File: config.mk
export PLATFORM = sky130hd
export DESIGN_NAME = flex_counter_updown
export DESIGN_NICKNAME = d
export VERILOG_FILES = /design/src/rtl/flex_counter_updown.sv
export SDC_FILE = /design/constraint.sdc
export NUM_CORES = 1
export LEC_CHECK = 0
export ABC_CLOCK_PERIOD_IN_PS = 3600
export BUFFER_PORTS_ARGS = -buffer_cell sky130_fd_sc_hd__buf_2
export CORE_MARGIN = 2
export CORE_UTILIZATION = 45
export DETAILED_ROUTE_END_ITERATION = 8
export PLACE_DENSITY = 0.68
export SYNTH_ARGS = -nofsm -noshare
export SYNTH_HDL_FRONTEND = slang
export SYNTH_SLANG_ARGS = --single-unit
export TNS_END_PERCENT = 1
File: constraint.sdc
create_clock -name clk -period 3.6 [get_ports clk]
set_input_delay 0.36 -clock clk [delete_from_list [all_inputs] [get_ports clk]]
set_output_delay 0.36 -clock clk [all_outputs]
set_load 0.01 [all_outputs]
File: src/rtl/flex_counter_updown.sv
// rtl/flex_counter_updown.sv - up/down flex counter with load, wrap/saturate and wrap pulse
// Optional prescaler enabled by defining FLEX_CNT_PRESCALE_EN.
module flex_counter_updown #(
  parameter int NUM_CNT_BITS = 8,
  parameter int PRE_BITS     = 4
) (
  input  logic                    clk,
  input  logic                    n_rst,
  input  logic                    clear,
  input  logic                    load,
  input  logic [NUM_CNT_BITS-1:0] load_val,
  input  logic                    count_enable,
  input  logic                    count_down,
  input  logic                    saturate,
  input  logic [NUM_CNT_BITS-1:0] rollover_val,
`ifdef FLEX_CNT_PRESCALE_EN
  input  logic [PRE_BITS-1:0]     prescale_val,
`endif
  output logic [NUM_CNT_BITS-1:0] count_out,
  output logic                    rollover_flag,
  output logic                    wrap_pulse
);

  localparam logic [NUM_CNT_BITS-1:0] ONE = {{(NUM_CNT_BITS-1){1'b0}}, 1'b1};

  if (NUM_CNT_BITS < 2 || PRE_BITS < 1) begin : g_param_check
    $error("flex_counter_updown: NUM_CNT_BITS must be >= 2 and PRE_BITS >= 1");
  end

  logic [NUM_CNT_BITS-1:0] term;
  logic [NUM_CNT_BITS-1:0] step_cnt;
  logic                    step_wrap;
  logic                    do_step;

`ifdef FLEX_CNT_PRESCALE_EN
  logic [PRE_BITS-1:0] pre_q;

  assign do_step = count_enable && (pre_q == prescale_val);

  always_ff @(posedge clk or negedge n_rst) begin
    if (!n_rst)
      pre_q <= '0;
    else if (clear || load)
      pre_q <= '0;
    else if (count_enable)
      pre_q <= (pre_q == prescale_val) ? '0 : pre_q + 1'b1;
  end
`else
  assign do_step = count_enable;
`endif

  // Terminal value follows the direction being requested this cycle.
  assign term = count_down ? ONE : rollover_val;

  always_comb begin
    step_cnt  = count_out;
    step_wrap = 1'b0;
    if (!count_down) begin
      if (count_out < rollover_val) begin
        step_cnt = count_out + 1'b1;
      end else if (!saturate) begin
        step_cnt  = ONE;
        step_wrap = 1'b1;
      end
    end else begin
      if (count_out > ONE) begin
        step_cnt = count_out - 1'b1;
      end else if (!saturate) begin
        step_cnt  = rollover_val;
        step_wrap = 1'b1;
      end
    end
  end

  always_ff @(posedge clk or negedge n_rst) begin
    if (!n_rst) begin
      count_out     <= '0;
      rollover_flag <= 1'b0;
      wrap_pulse    <= 1'b0;
    end else if (clear) begin
      count_out     <= '0;
      rollover_flag <= 1'b0;
      wrap_pulse    <= 1'b0;
    end else if (load) begin
      count_out     <= load_val;
      rollover_flag <= (load_val == term);
      wrap_pulse    <= 1'b0;
    end else if (do_step && (rollover_val != '0)) begin
      count_out     <= step_cnt;
      rollover_flag <= (step_cnt == term);
      wrap_pulse    <= step_wrap;
    end else begin
      // Hold (including steps ignored while rollover_val is zero): flag keeps its value.
      wrap_pulse    <= 1'b0;
    end
  end

endmodule
---- Yosys cells after proc, flatten, opt, wreduce, memory -nomap -nowiden ----
Index checks and enable logic that the tools add are counted.
word-level totals
  flip-flop bits (word level) ............. 10
  input bits .............................. 23
  output and inout port bits .............. 10
  word-level logic and storage cells ...... 31
cells by class
  add/subtract/negate cells ............... 2
  $lt $le $gt $ge ......................... 2
  eq/ne operators ......................... 2
  multiplexer cells ....................... 19
  reduce and logical (&&, ||, !) cells .... 3
operators with widths
  operator             count
  $mux 8               9
  $eq 8x8->1           2
  $mux 1               10
  $add 8x1->8 const B  1
  $gt 8x1->1 const B   1
  $lt 8x8->1           1
  $reduce_bool 8->1    1
  $sub 8x1->8 const B  1
  $reduce_bool 3->1    1
  $logic_and 1x1->1    1

---- Longest topological paths before layout ----
  depth in word-level cells ............... 7
  gate-level depth with buffers ........... 11
  gate-level depth less buffers ........... 10

---- Least setup slack after synthesis ----
OpenSTA, ideal clock, no wires.
  path kind ............................... reg-to-reg
  from .................................... register count_out[0]
  to ...................................... register rollover_flag
  library setup time ...................... 95 ps
  arrival ................................. 2680 ps
  data required time ...................... 3505 ps
  slack ................................... 825 ps
  cell stages (with the launch flop) ...... 12
  path buffers ............................ 1
  clock period less this slack ............ 2775 ps
  cells stage by stage .................... dfrtp_1 > clkbuf_1 > inv_1 > ha_1 > or2_2 > nand3_1 > mux2_2 > o221ai_1 > o22ai_1 > nor4_1 > a211oi_1 > o31ai_1
on the way
  longest elaborated chain between the ends .. 7
  elaborated cells on any way between the ends .. 13
  classes of those cells .................. 2 x add/sub; 2 x order compare; 1 x eq/ne; 8 x mux
RTL lines
  item                                 RTL line  RTL
  from (decl)                          19        output logic [NUM_CNT_BITS-1:0] count_out,
  from (signal assigned)               85        count_out <= load_val;
  from (signal assigned)               89        count_out <= step_cnt;
  $add 8x1->8 (tied with other cells)  60        step_cnt = count_out + 1'b1;
  $mux 8, on equally long branches     59, 66
  $mux 8 (*)                           58        if (!count_down) begin
  $eq 8x8->1 (*)                       90        rollover_flag <= (step_cnt == term);
  $mux 1 (*)                           88        end else if (do_step && (rollover_val != '0)) begin
  $mux 1 (*)                           84        end else if (load) begin
  $mux 1 (*)                           80        end else if (clear) begin
  to (signal assigned)                 86        rollover_flag <= (load_val == term);
  to (signal assigned)                 90
  to (decl)                            20        output logic rollover_flag,
Mark *: on every way between the ends. The rest lies on a longest branch, timed or not. The select of a mux whose other input is x is not followed.
A chain may end at the register's enable or synchronous reset.

---- Worst setup path in the final report ----
Same ends and word-level chain as after synthesis.

==> results.yml <==
outcome:
  outcome: "finished clean"
synth:
  synthCells: 211
  async_flop_share: 1.000
  synth_ff_type: "dfrtp_1"
  synth_warnings: 0
  ys_seq_elements: 10
  ys_types: 61
  postSynthAreaPerCell_sq_um: 7.430
  netlist_top_cells_area: "dfrtp_1 16%, ha_1 8.0%, nand2_1 4.5%, o21ai_0 3.8%, inv_1 3.6%"
  synth.largest_area_cell: "dfrtp_1"
  synth-edff-count: 0
  yosysTopAreaCellShare: 0.1596
  ys_seq_area_frac: 0.1596
  netlist_area_sq_um: 1568
  synth_nets: 244
sta:
  skew_ps: 3.447
  rsz0062_at_grt: "no"
  worst_slew_pin_slew_ps: 526.2
  setup_tns_ps: 0
  fmax_mhz: 325.3
  hold_viol_final: 0
  finalCritPeriodShare: 0.8540
  slew_viol_final: 0
  fin_crit_ps: 3074
  setup_viol: 0
  relSlewSlack: 0.6492
drt:
  drtIter0Drc: 140
  via_count: 1906
  drt_drc_violations_left: 0
  ant_nets: 0
  drt-pass1-iter-count: 5
  viasPerCell: 6.618
  routedWlPerCell_um: 18.25
  wirelength_um: 5257
cts:
  clk_pin_slew_worst_paths_ps: 60
  clockBufferDepth: 2
  numCtsBuffers: 3
  clock_latency_ps: 260
  cts_setup_buffers: 0
  cts_resized: 0
  cts.htree.levels: 1
  cts_sinks: 10
  hold_buffers: 1
  cts-root-buf: "clkbuf_4"
  tritoncts: "built"
final_layout:
  syn2layout_area_growth_pct: 16.36
  layout.nets: 277
  fin_area_sq_um: 1824
  drive_gt1_frac: 0.2231
  antenna_cells: 0
  instances_no_fill: 288
critical_path:
  timing.rr.start: "count_out[0]"
  cp-end-kind: "flip-flop"
  cp_data_arrival_time_ps: 3240
  cp_max_fo: 15
  reg2reg_to: "rollover_flag"
  r2r_slack_ps: 530
  reg2reg_depth: 10
  cp.required_ps: 3770
  cp-start-kind: "flip-flop"
  crit_type: "reg2reg"
power_and_ir_drop:
  ir_drop_mv: 0.1887
  totalPowerFinal_mw: 0.5255
  power.density_nw_per_um2: 288.1
  power.leakage_nw: 0.8010
die:
  num_rows: 21
  die_h_um: 63.03
  die_area_sq_um: 3972
  core_area_sq_um: 3337
  ioPinCount: 33
  start_util: 0.4698
  die_w_um: 63.03
hold_path:
  min_path_type: "in2reg"
  hold_depth: 4
  min-delay-start: "clear"
  worstHoldEndpoint: "wrap_pulse"
grt:
  grt_pass1_vias: 1813
  grt_first_pass_wirelength_um: 8749
  grt_max_degree: 17
  antenna_found_initial: 0
  grt_usage: 0.2753
  overflow: 0
placed_design:
  port_buffers: 32
  gp_congestion: 0.9358
  dp_hpwl_um: 4009
  dpl_cell_area_sq_um: 1792
  dp.cells: 284
job:
  maxCapViolCount: 0
metal layers:
metal	vias to the layer above	track usage	routed length, um
met5	-	0	0
met4	0	0.08333	87
met3	16	0.05045	572
met2	139	0.4535	2415
met1	863	0.3636	2181
li1	888	-	-
sequential cells by signal (all words and copies together), names as in the netlist:
name	count
count_out	8
rollover_flag	1
wrap_pulse	1
critical path, cell delays in order, from the launching register on:
cell and delay (ps):
dfrtp_1 670, inv_1 160, ha_1 280, or2_2 330
nand3_1 190, mux2_2 360, o221ai_1 210, o22ai_1 180
nor4_1 300, a211oi_1 90, o31ai_1 220
layout make-up:
type | count | area (sq um)
tap | 46 | 57.56
inverter | 16 | 60.06
timing repair buffer | 41 | 230.2
multi-input combinational | 172 | 1204
clock buffer | 3 | 22.52
fill | 343 | 1513
sequential | 10 | 250.2
layout by cell type (no fill, tap or decap), types with 2 or more instances in the layout:
master	count
xnor2_1	3
a22o_1	5
nor4_1	9
o311ai_0	2
ha_1	10
inv_1	15
nand2_1	19
buf_4	8
a31oi_1	2
o21ai_0	12
nand4_1	2
o21ai_1	2
nand3_1	6
a211oi_1	5
nand2b_1	3
a21oi_1	7
nor3_1	8
and3_1	3
a221oi_1	3
or2_2	3
a2bb2oi_1	2
a41oi_1	2
o31a_1	2
o32a_1	2
clkbuf_4	3
o22ai_1	3
nor2_1	11
o221ai_1	2
and3_4	2
o31ai_1	5
o211ai_1	4
or3_1	4
buf_2	32
nor2b_1	2
o2bb2ai_1	2
dfrtp_1	10
per-stage QoR:
| step | hold WS, ps | util | worst slack (ps) |
|---|---|---|---|
| floorplan | 64.41 | - | 824.5 |
| global placement | 228.1 | 0.5369 | 612.9 |
| detailed placement | 227.9 | 0.5369 | 569.0 |
| CTS | 439.5 | 0.5467 | 569.1 |
| global route | 445.8 | 0.5467 | 294.8 |
| finish | 446.9 | 0.5467 | 525.6 |
cells in the mapped netlist, types with 3 or more instances:
| cell | count |
|---|---|
| nor3_1 | 8 |
| or3_1 | 4 |
| and3_1 | 3 |
| clkbuf_1 | 9 |
| dfrtp_1 | 10 |
| xnor2_1 | 3 |
| a221oi_1 | 3 |
| nand2_1 | 19 |
| nand2b_1 | 3 |
| or2_2 | 3 |
| nor4_1 | 9 |
| o211ai_1 | 4 |
| nor2_1 | 11 |
| buf_2 | 4 |
| a21oi_1 | 7 |
| a22o_1 | 5 |
| ha_1 | 10 |
| o21ai_0 | 12 |
| inv_1 | 15 |
| o22ai_1 | 3 |
| o31ai_1 | 5 |
| a211oi_1 | 5 |
| nand3_1 | 6 |
where the power goes:
group	total, mW	switching [mW]	internal (mW)	leakage [nW]
Clock	0.0730	0.0346	0.0384	0.0138
Sequential	0.139	0.0169	0.122	0.132
Combinational	0.313	0.189	0.124	0.655
Total	0.525	0.241	0.285	0.801
how the worst max path moves through the flow:
stage	cells after the start	start	slack (ps)	to
after global routing	10	count_out[0]	290	rollover_flag
after floorplan	11	count_out[0]	820	rollover_flag
after detailed placement	10	count_out[0]	570	rollover_flag
final	10	count_out[0]	530	rollover_flag
after global placement	10	count_out[0]	610	rollover_flag
after CTS	10	count_out[0]	570	rollover_flag
cell families (layout without fill, tap and decap cells):
logic type,Yosys count,in the layout,synth area share
multiplexers,2,2,0.01357
adder cells (fa/ha/maj),10,10,0.07981
flip-flops,10,10,0.1596
AND/OR/NAND/NOR,78,78,0.2698
buffers and inverters,29,60,0.07262
XOR/XNOR,4,4,0.02235
AO/OA/AOI/OAI,78,78,0.3823
No activity file was read; power rests on OpenSTA's default activity.
